File: config.mk
export PLATFORM = sky130hd
export DESIGN_NAME = ex_issue
export DESIGN_NICKNAME = d
export VERILOG_FILES = /design/src/rtl/rv32_pkg.sv /design/src/rtl/ex_issue_decode.sv /design/src/rtl/ex_issue.sv
export SDC_FILE = /design/constraint.sdc
export NUM_CORES = 1
export LEC_CHECK = 0
export ABC_AREA = 1
export CAP_MARGIN = 10
export CORE_UTILIZATION = 45
export DETAILED_ROUTE_END_ITERATION = 8
export GPL_ROUTABILITY_DRIVEN = 0
export PLACE_DENSITY = 0.73
export SYNTH_ARGS = -nofsm -noshare
export SYNTH_HDL_FRONTEND = slang
export SYNTH_SLANG_ARGS = --single-unit
File: constraint.sdc
create_clock -name clk -period 6.7 [get_ports clk]
set_input_delay 0.67 -clock clk [delete_from_list [all_inputs] [get_ports clk]]
set_output_delay 0.67 -clock clk [all_outputs]
set_load 0.01 [all_outputs]
File: src/rtl/rv32_pkg.sv
// Shared RV32I encodings, ALU op codes and the issue-packet payload for the EX issue stage.
package rv32_pkg;

  localparam int unsigned XLEN_W = 32;

  localparam logic [6:0] OPC_OP     = 7'b0110011;
  localparam logic [6:0] OPC_OP_IMM = 7'b0010011;
  localparam logic [6:0] OPC_LUI    = 7'b0110111;
  localparam logic [6:0] OPC_AUIPC  = 7'b0010111;

  localparam logic [2:0] F3_ADD  = 3'b000;
  localparam logic [2:0] F3_SLL  = 3'b001;
  localparam logic [2:0] F3_SLT  = 3'b010;
  localparam logic [2:0] F3_SLTU = 3'b011;
  localparam logic [2:0] F3_XOR  = 3'b100;
  localparam logic [2:0] F3_SR   = 3'b101;
  localparam logic [2:0] F3_OR   = 3'b110;
  localparam logic [2:0] F3_AND  = 3'b111;

  localparam logic [6:0] F7_BASE = 7'b0000000;
  localparam logic [6:0] F7_ALT  = 7'b0100000;

  localparam logic [3:0] ALU_ADD  = 4'b0000;
  localparam logic [3:0] ALU_SUB  = 4'b0001;
  localparam logic [3:0] ALU_XOR  = 4'b0010;
  localparam logic [3:0] ALU_OR   = 4'b0011;
  localparam logic [3:0] ALU_AND  = 4'b0100;
  localparam logic [3:0] ALU_SLL  = 4'b0101;
  localparam logic [3:0] ALU_SRL  = 4'b0110;
  localparam logic [3:0] ALU_SRA  = 4'b0111;
  localparam logic [3:0] ALU_SLTU = 4'b1000;

  // Where an operand came from; only register-sourced operands are bypassable.
  localparam logic [1:0] SRC_FIXED = 2'b00;
  localparam logic [1:0] SRC_RS1   = 2'b01;
  localparam logic [1:0] SRC_RS2   = 2'b10;

  typedef struct packed {
    logic [XLEN_W-1:0] a;
    logic [XLEN_W-1:0] b;
    logic [3:0]        alu_op;
    logic [4:0]        rd;
    logic [4:0]        rs1;
    logic [4:0]        rs2;
    logic [1:0]        a_src;
    logic [1:0]        b_src;
    logic              illegal;
  } issue_pkt_t;

  // Replace register-sourced operands of a held packet with a matching write-back value.
  function automatic issue_pkt_t bypass_pkt(issue_pkt_t p, logic wb_valid,
                                            logic [4:0] wb_rd, logic [XLEN_W-1:0] wb_data);
    issue_pkt_t r;
    logic       hit1;
    logic       hit2;
    r    = p;
    hit1 = wb_valid && (wb_rd != 5'd0) && (wb_rd == p.rs1);
    hit2 = wb_valid && (wb_rd != 5'd0) && (wb_rd == p.rs2);
    if (((p.a_src == SRC_RS1) && hit1) || ((p.a_src == SRC_RS2) && hit2)) r.a = wb_data;
    if (((p.b_src == SRC_RS1) && hit1) || ((p.b_src == SRC_RS2) && hit2)) r.b = wb_data;
    return r;
  endfunction

endpackage

File: src/rtl/ex_issue_decode.sv
// Combinational RV32I instruction -> ALU issue packet decoder (operands already bypassed).
module ex_issue_decode
  import rv32_pkg::*;
(
  input  logic [31:0] instr,
  input  logic [31:0] pc,
  input  logic [31:0] rs1_val,
  input  logic [31:0] rs2_val,
  output issue_pkt_t  pkt
);

  logic [6:0]  opcode;
  logic [2:0]  f3;
  logic [6:0]  f7;
  logic [31:0] imm_i;
  logic [31:0] imm_u;
  logic        is_imm;
  logic        is_shift;
  logic        legal;
  issue_pkt_t  raw;

  assign opcode = instr[6:0];
  assign f3     = instr[14:12];
  assign f7     = instr[31:25];
  assign imm_i  = {{20{instr[31]}}, instr[31:20]};
  assign imm_u  = {instr[31:12], 12'b0};
  assign is_imm = (opcode == OPC_OP_IMM);

  // Field decode; illegal packets are zeroed afterwards.
  always_comb begin
    raw      = '0;
    legal    = 1'b0;
    is_shift = 1'b0;
    raw.rd   = instr[11:7];
    case (opcode)
      OPC_OP, OPC_OP_IMM: begin
        raw.rs1   = instr[19:15];
        raw.a     = rs1_val;
        raw.a_src = SRC_RS1;
        if (is_imm) begin
          raw.b     = imm_i;
          raw.b_src = SRC_FIXED;
        end else begin
          raw.rs2   = instr[24:20];
          raw.b     = rs2_val;
          raw.b_src = SRC_RS2;
        end
        case (f3)
          F3_ADD: begin
            legal      = is_imm || (f7 == F7_BASE) || (f7 == F7_ALT);
            raw.alu_op = (!is_imm && (f7 == F7_ALT)) ? ALU_SUB : ALU_ADD;
          end
          F3_SLL: begin
            legal      = (f7 == F7_BASE);
            raw.alu_op = ALU_SLL;
            is_shift   = 1'b1;
          end
          F3_SLT:  legal = 1'b0;
          F3_SLTU: begin
            legal      = is_imm || (f7 == F7_BASE);
            raw.alu_op = ALU_SLTU;
          end
          F3_XOR: begin
            legal      = is_imm || (f7 == F7_BASE);
            raw.alu_op = ALU_XOR;
          end
          F3_SR: begin
            legal      = (f7 == F7_BASE) || (f7 == F7_ALT);
            raw.alu_op = (f7 == F7_ALT) ? ALU_SRA : ALU_SRL;
            is_shift   = 1'b1;
          end
          F3_OR: begin
            legal      = is_imm || (f7 == F7_BASE);
            raw.alu_op = ALU_OR;
          end
          default: begin
            legal      = is_imm || (f7 == F7_BASE);
            raw.alu_op = ALU_AND;
          end
        endcase
        // The ALU shifts b by a[4:0], so the shifted value goes to b.
        if (is_shift) begin
          raw.b     = rs1_val;
          raw.b_src = SRC_RS1;
          if (is_imm) begin
            raw.a     = {27'b0, instr[24:20]};
            raw.a_src = SRC_FIXED;
          end else begin
            raw.a     = rs2_val;
            raw.a_src = SRC_RS2;
          end
        end
      end
      OPC_LUI: begin
        legal      = 1'b1;
        raw.alu_op = ALU_ADD;
        raw.a      = '0;
        raw.b      = imm_u;
      end
      OPC_AUIPC: begin
        legal      = 1'b1;
        raw.alu_op = ALU_ADD;
        raw.a      = pc;
        raw.b      = imm_u;
      end
      default: legal = 1'b0;
    endcase
  end

  always_comb begin
    pkt = raw;
    if (!legal) begin
      pkt         = '0;
      pkt.a_src   = SRC_FIXED;
      pkt.b_src   = SRC_FIXED;
      pkt.illegal = 1'b1;
    end
  end

endmodule

File: src/rtl/ex_issue.sv
// EX issue stage: decode, write-back bypass and a two-entry output/skid buffer.
module ex_issue
  import rv32_pkg::*;
#(
  parameter int unsigned XLEN = 32
) (
  input  logic            clk,
  input  logic            rst,
  input  logic            in_valid,
  output logic            in_ready,
  input  logic [31:0]     in_instr,
  input  logic [XLEN-1:0] in_pc,
  input  logic [XLEN-1:0] in_rs1_val,
  input  logic [XLEN-1:0] in_rs2_val,
  input  logic            wb_valid,
  input  logic [4:0]      wb_rd,
  input  logic [XLEN-1:0] wb_data,
  output logic            out_valid,
  input  logic            out_ready,
  output logic [XLEN-1:0] out_a,
  output logic [XLEN-1:0] out_b,
  output logic [3:0]      out_alu_op,
  output logic [4:0]      out_rd,
  output logic            out_illegal
);

  // Bit 0 = output register valid, bit 1 = skid valid.
  localparam logic [1:0] ST_EMPTY = 2'b00;
  localparam logic [1:0] ST_ONE   = 2'b01;
  localparam logic [1:0] ST_FULL  = 2'b11;

  logic [1:0]      state;
  logic [1:0]      state_nxt;
  issue_pkt_t      out_q;
  issue_pkt_t      out_d;
  issue_pkt_t      skid_q;
  issue_pkt_t      skid_d;
  issue_pkt_t      dec_pkt;
  issue_pkt_t      out_held;
  issue_pkt_t      skid_held;
  logic [XLEN-1:0] rs1_byp;
  logic [XLEN-1:0] rs2_byp;
  logic            wb_hit_ok;
  logic            in_fire;
  logic            out_fire;

  // Capture-time bypass: a write-back in the same edge overrides the register file.
  assign wb_hit_ok = wb_valid && (wb_rd != 5'd0);
  assign rs1_byp   = (wb_hit_ok && (wb_rd == in_instr[19:15])) ? wb_data : in_rs1_val;
  assign rs2_byp   = (wb_hit_ok && (wb_rd == in_instr[24:20])) ? wb_data : in_rs2_val;

  ex_issue_decode u_decode (
    .instr   (in_instr),
    .pc      (in_pc),
    .rs1_val (rs1_byp),
    .rs2_val (rs2_byp),
    .pkt     (dec_pkt)
  );

  assign out_held  = bypass_pkt(out_q, wb_valid, wb_rd, wb_data);
  assign skid_held = bypass_pkt(skid_q, wb_valid, wb_rd, wb_data);

  assign in_ready  = ~state[1];
  assign out_valid = state[0];
  assign in_fire   = in_valid & in_ready;
  assign out_fire  = out_valid & out_ready;

  // Next state and buffer contents; held entries always take the bypassed copy.
  always_comb begin
    state_nxt = state;
    out_d     = out_held;
    skid_d    = skid_held;
    case (state)
      ST_EMPTY: begin
        if (in_fire) begin
          out_d     = dec_pkt;
          state_nxt = ST_ONE;
        end
      end
      ST_ONE: begin
        if (in_fire && out_fire) begin
          out_d = dec_pkt;
        end else if (in_fire) begin
          skid_d    = dec_pkt;
          state_nxt = ST_FULL;
        end else if (out_fire) begin
          state_nxt = ST_EMPTY;
        end
      end
      ST_FULL: begin
        if (out_fire) begin
          out_d     = skid_held;
          state_nxt = ST_ONE;
        end
      end
      default: state_nxt = ST_EMPTY;
    endcase
  end

  always_ff @(posedge clk or posedge rst) begin
    if (rst) begin
      state  <= ST_EMPTY;
      out_q  <= '0;
      skid_q <= '0;
    end else begin
      state  <= state_nxt;
      out_q  <= out_d;
      skid_q <= skid_d;
    end
  end

  assign out_a       = out_q.a;
  assign out_b       = out_q.b;
  assign out_alu_op  = out_q.alu_op;
  assign out_rd      = out_q.rd;
  assign out_illegal = out_q.illegal;

endmodule
==> out/metrics.cfg, run 1 <==
[run_status]
outcome=complete, no violations

[clock_network]
hold_buffers=0
clockBufferDepth=2
clockRootBuffer=clkbuf_16
post_cts_resized=0
clock_latency_ps=440
clkTransAtPathRegs_ps=70
cts_tree=yes
htree_levels=4
clkSinkCount=178
cts_made_buffers=17
cts_setup_buffers=0

[logic_synthesis]
yosysTopAreaCell=dfrtp_1
synth-async-reset-ratio=1.000
syn_area_um2=12830
synth_edf_count=0
synth.top_cell.area_share=0.3472
yosys_warnings=0
synth.area.top_cells=dfrtp_1 (35%), nand2_1 (22%), nand3_1 (13%), o211ai_1 (4.9%), nand3b_1 (3.8%)
synth_ff_type=dfrtp_1
ys_seq_elements=178
synth.avg_cell_area_um2=6.596
ys_seq_area_frac=0.3472
yosysUniqueCellTypes=39
syn_inst=1945
synth_fp_nets=2119

[die]
start_util=0.4592
core.rowCount=61
die_y_um=170.8
die_width_um=170.8
die_area_um2=29190
core_area_um2=27930
io-pin-count=246

[worst_setup_path]
crit_type=in2reg
startpoint=in_instr[0]
cpPeakStageDelay_ps=800
worst_setup_path_end_kind=flip-flop
crit_chain=clkdlybuf4s50_1, nand2_1, nor3_1, inv_1, nor2_1, inv_1, nand2_4, inv_2, nor2_4, buf_4, nand2_1, nand2_1
cp.arrival_ps=4700
crit_path_frequent_cell=nand2_1
crit_fanout=46
path_buf_inv=5
critPathRequiredTime_ps=7080
cpMaxStageDelayCell=nor2_4
path_delay_family=simple AND/OR/NAND/NOR gates
r2r_start=state[1]
cp-start-kind=input port

[pwr]
power_leakage_nw=7.908
peakVddDrop_uv=185.8
powerDensity_nw_per_um2=249.8

[sta]
slew-limit-headroom=0.1962
fin_tns_setup_ps=0
maxSlewViolCount=0
min_period_ps=4325
skew_ps=17.19
fmaxAchievable_mhz=231.2
grt_setup_unrepaired=no
setup_viol=0
worst_slew_pin_slew_ps=1206
hold_viol=0
min_period_over_period=0.6455

[place]
hpwl_mm=32.58
io_buffers=245
placed_cells=2453

[global_routing]
antenna_found_initial=1
grt_max_degree=95
grtUsageMet1=0.4463
grt.total_usage=0.3442
busiest_layer=met2
grt_overflow=0
grt_pass1_vias=13910
grt_pass1_wl_mm=77.16
use_met2=0.5350
met3_usage=0.09183

[cells_and_area]
final_common_cell=nand2_1
fin_nets=2268
stdcell_count=2485
antenna_cells=0
drive_gt1_frac=0.04841
n_fill_cell=2649
final_cell_mix=nand2_1 (761), nand3_1 (334), clkdlybuf4s50_1 (245)
syn2layout_area_growth_pct=23.60

[drt]
first_pass_iters=6
drc=0
vias_per_cell=5.903
num_vias=14670
antenna_left=0
wirelength_mm=50.02
drt_iter0_markers=1980
routedWlPerCell_um=20.13

[worst_hold_path]
hp-start=skid_held[16]
worstHoldPathType=reg2reg

[run]
cap_violations=0

## layer usage
metal	vias to the layer above	share of wire
li1	6665	-
met1	6776	0.39
met2	1057	0.44
met3	168	0.13
met4	2	0.043
met5	-	0.00016
## logic make-up after synthesis
| family | synth area share |
|---|---|
| buf+inv | 0.09441 |
| flops | 0.3472 |
| simple gates | 0.4404 |
| xor+xnor | 0.01970 |
| fa+ha+maj | 0.003901 |
| mux | 0.0008777 |
| compound gates | 0.09353 |
## worst register-to-register path: cells and delay by family (launching register included)
kind	cells	cell delay [ps]
buf+inv	7	1400
compound gates	1	850
simple gates	7	570
flops	1	410
fa+ha+maj	1	190
## flip-flops by register name, indices dropped and copies added (netlist names)
| register | cells |
|---|---|
| skid_q | 64 |
| out_a | 32 |
| out_b | 32 |
| skid_held | 24 |
| out_held | 14 |
| out_rd | 5 |
| out_alu_op | 4 |
| state | 2 |
| out_illegal | 1 |
## power breakdown
part	internal, mW	switching [mW]	total, mW
logic	0.534	0.963	1.50
clock network	0.605	0.471	1.08
registers	1.27	0.122	1.39
## cells in the mapped netlist (5+ instances only)
master / instances
o211ai_1: 83
xor2_1: 14
nor2_1: 57
nand2_2: 5
a21oi_1: 56
inv_1: 116
inv_2: 13
nand2_1: 761
xnor2_1: 13
o21ai_0: 29
clkbuf_1: 60
nand3b_1: 65
dfrtp_1: 178
nor2_4: 5
nand3_1: 334
o21ai_1: 17
buf_4: 34
nand4_1: 26
buf_2: 38
## path summary, 6_finish.rpt
| check | end | slack, ps | cells after the start |
|---|---|---|---|
| setup / recovery | skid_q[60] | 2370 | 12 |
| hold / removal | skid_held[16] | 480 | 2 |
| setup reg to reg | out_a[15] | 3200 | 16 |
| hold reg to reg | skid_held[16] | 480 | 2 |
| max in group asynchronous | skid_q[69] | 4700 | 3 |
| min in group asynchronous | skid_q[82] | 790 | 2 |
## cell type report
type,instances,area [µm²],area share
clock buffer,19,442.9,0.02793
clock inverter,13,172.7,0.01089
inverter,131,496.7,0.03133
multi-input combinational,1497,7184,0.4531
sequential,178,4454,0.2809
tap,378,473.0,0.02983
timing repair buffer,269,2633,0.1660
## stage by stage
stage	worst slack (ps)	area, µm²	total power [mW]	util	hold slack (ps)
finish	2375	15860	3.961	0.5676	484.5
CTS	2511	15860	3.935	0.5676	484.3
global route	2113	15860	4.142	0.5676	497.5
global placement	2201	15240	2.842	0.5456	462.2
detailed placement	2076	15240	2.866	0.5456	465.3
floorplan	1200	12830	2.295	-	449.3
Note: power is estimated with default switching activity, not from simulation.
==> run 2, diff against run 1 <==
- clock period: 6.7 -> 4.3 ns (I/O delays scaled with it)
==> out/metrics.cfg, run 2 (synthesis results as in run 1) <==
[die]
io-pin-count=246  ; unchanged
die_y_um=170.8  ; unchanged
die_area_um2=29190  ; unchanged
start_util=0.4592  ; unchanged
core.rowCount=61  ; unchanged
core_area_um2=27930  ; unchanged
die_width_um=170.8  ; unchanged

[run]
cap_violations=0  ; unchanged

[clock_network]
hold_buffers=0  ; unchanged
cts_tree=yes
cts_setup_buffers=0  ; unchanged
clock_latency_ps=440  ; about the same
clkTransAtPathRegs_ps=70  ; about the same
clockBufferDepth=2  ; unchanged
clockRootBuffer=clkbuf_16
cts_made_buffers=17  ; unchanged
clkSinkCount=178  ; unchanged
htree_levels=4  ; unchanged
post_cts_resized=0  ; unchanged

[cells_and_area]
drive_gt1_frac=0.05114  ; +0.002726
top_register=skid_q
final_cell_mix=nand2_1 (761), nand3_1 (334), clkdlybuf4s50_1 (245)
fin_area_um2=15950  ; +0.58%
antenna_cells=0  ; unchanged
largest_reg_flops=64  ; unchanged
fin_nets=2275  ; +0.31%
final_common_cell=nand2_1
syn2layout_area_growth_pct=24.32

[worst_setup_path]
cp.arrival_ps=3360  ; -1340 ps
crit_chain=clkdlybuf4s50_1, nor2_1, nand3_2, nand2_2, inv_2, nand4_1, nor3_2, nand2_1, nand2_2, buf_4, nand2_1, o211ai_1, nand2_1
cp-start-kind=input port
cpPeakStageDelay_ps=740  ; -60 ps
reg2reg_setup_slack_ps=1770  ; -1430 ps
crit_path_frequent_cell=nand2_1
path_buf_inv=3  ; -2
crit_fanout=64  ; +39%
critPathRequiredTime_ps=4630  ; -2450 ps
crit_type=in2reg
worst_setup_path_end_kind=flip-flop
cpMaxStageDelayCell=clkdlybuf4s50_1
path_delay_family=buffers and inverters

[sta]
maxSlewViolCount=0  ; unchanged
fmaxAchievable_mhz=329.8
grt_setup_unrepaired=no
setup_viol=0  ; unchanged
min_period_over_period=0.7052
hold_viol=0  ; unchanged
worst_slew_pin_slew_ps=1160  ; -46.20 ps
skew_ps=15.90  ; -1.284 ps
fin_tns_setup_ps=0  ; unchanged
slew-limit-headroom=0.2252  ; +0.02897
min_period_ps=3033

[pwr]
p_comb_frac=0.390  ; +0.012
p_sw_mw=2.476  ; +59%
power_leakage_nw=7.944  ; +0.46%
swShare=0.3995  ; +0.006607
p_int_mw=3.721  ; +55%
powerDensity_nw_per_um2=388.5  ; +56%
peakVddDrop_uv=620.9  ; +230%
pwr-share-seq=0.348  ; -0.002
pwr-share-clk=0.262  ; -0.010

[place]
io_buffers=245  ; unchanged
hpwl_mm=32.84  ; +0.82%
placed_cell_area_um2=15370  ; +0.83%

[global_routing]
grt_overflow=0  ; unchanged
grt_pass1_wl_mm=78.14  ; +1.3%
grt_max_degree=179  ; +88%
grt.total_usage=0.3509  ; +0.006664
antenna_found_initial=1  ; unchanged
grt_pass1_vias=14150  ; +1.7%

[drt]
antenna_left=0  ; unchanged
drc=0  ; unchanged
first_pass_iters=9  ; +3
drt_iter0_markers=2203  ; +11%
routedWlPerCell_um=20.52  ; +2.0%
num_vias=14950  ; +1.9%
vias_per_cell=6.005  ; +1.7%
wirelength_mm=51.10  ; +2.2%

[worst_hold_path]
worstHoldPathType=reg2reg

[run_status]
outcome=complete, no violations

-- run 2: cell count changes in the layout (fill, tap and decap cells not counted) --
cell / change
bufinv_16: -1
clkinvlp_4: +1
clkbuf_8: +1
inv_8: -2
buf_12: +6
clkbuf_1: -1
buf_4: +1
-- run 2: final timing paths --
check | start | end | cells past startpoint
max | wb_rd[2] | out_b[13] | 13
min reg2reg | skid_held[23] | skid_held[23] | 2
max reg2reg | state[1] | out_b[3] | 15
max in group asynchronous | rst | skid_held[15] | 3
min | skid_held[23] | skid_held[23] | 2
min in group asynchronous | rst | out_a[23] | 3
-- run 2: power groups by stage --
stage | Sequential (mW) | Combinational (mW) | Clock (mW)
floorplan | 2.16 | 1.42 | 0
global placement | 2.18 | 2.31 | 0
detailed placement | 2.17 | 2.36 | 0
CTS | 2.15 | 2.37 | 1.62
global route | 2.18 | 2.58 | 1.69
finish | 2.16 | 2.41 | 1.62
-- run 2: through the flow --
step	power (mW)	setup WS (ps)	hold WS [ps]	util	instances
4_1_cts	6.137	1360	489.2	0.5709	2490
2_1_floorplan	3.577	1589	449.3	-	1945
5_1_grt	6.454	1042	509.9	0.5709	2490
3_3_place_gp	4.484	978.9	463.7	0.5501	2460
6_report	6.197	1267	490.6	0.5709	2490
3_5_place_dp	4.533	914.2	466.8	0.5501	2460
-- run 2: cell type report --
cell class | instances | area, µm²
Sequential cell | 178 | 4454
Timing Repair Buffer | 276 | 2760
Inverter | 131 | 495.5
Fill cell | 2635 | 11990
Clock buffer | 19 | 452.9
Tap cell | 378 | 473.0
Multi-Input combinational cell | 1497 | 7184
Clock inverter | 11 | 128.9
-- run 2: worst reg2reg max path: cells and delay by family (launching register included) --
kind	cells	cell delay [ps]
flip-flops	1	410
AND/OR/NAND/NOR	7	730
adder cells (fa/ha/maj)	1	190
buffers and inverters	6	730
AO/OA/AOI/OAI	1	410
-- run 2: routing by layer --
metal | vias to the layer above | routed length [µm] | GRT usage
met5 | - | 9 | 0
met2 | 1183 | 22330 | 0.5427
met4 | 2 | 2231 | 0.1708
met3 | 194 | 6959 | 0.08906
met1 | 6886 | 19580 | 0.4564
li1 | 6688 | - | -
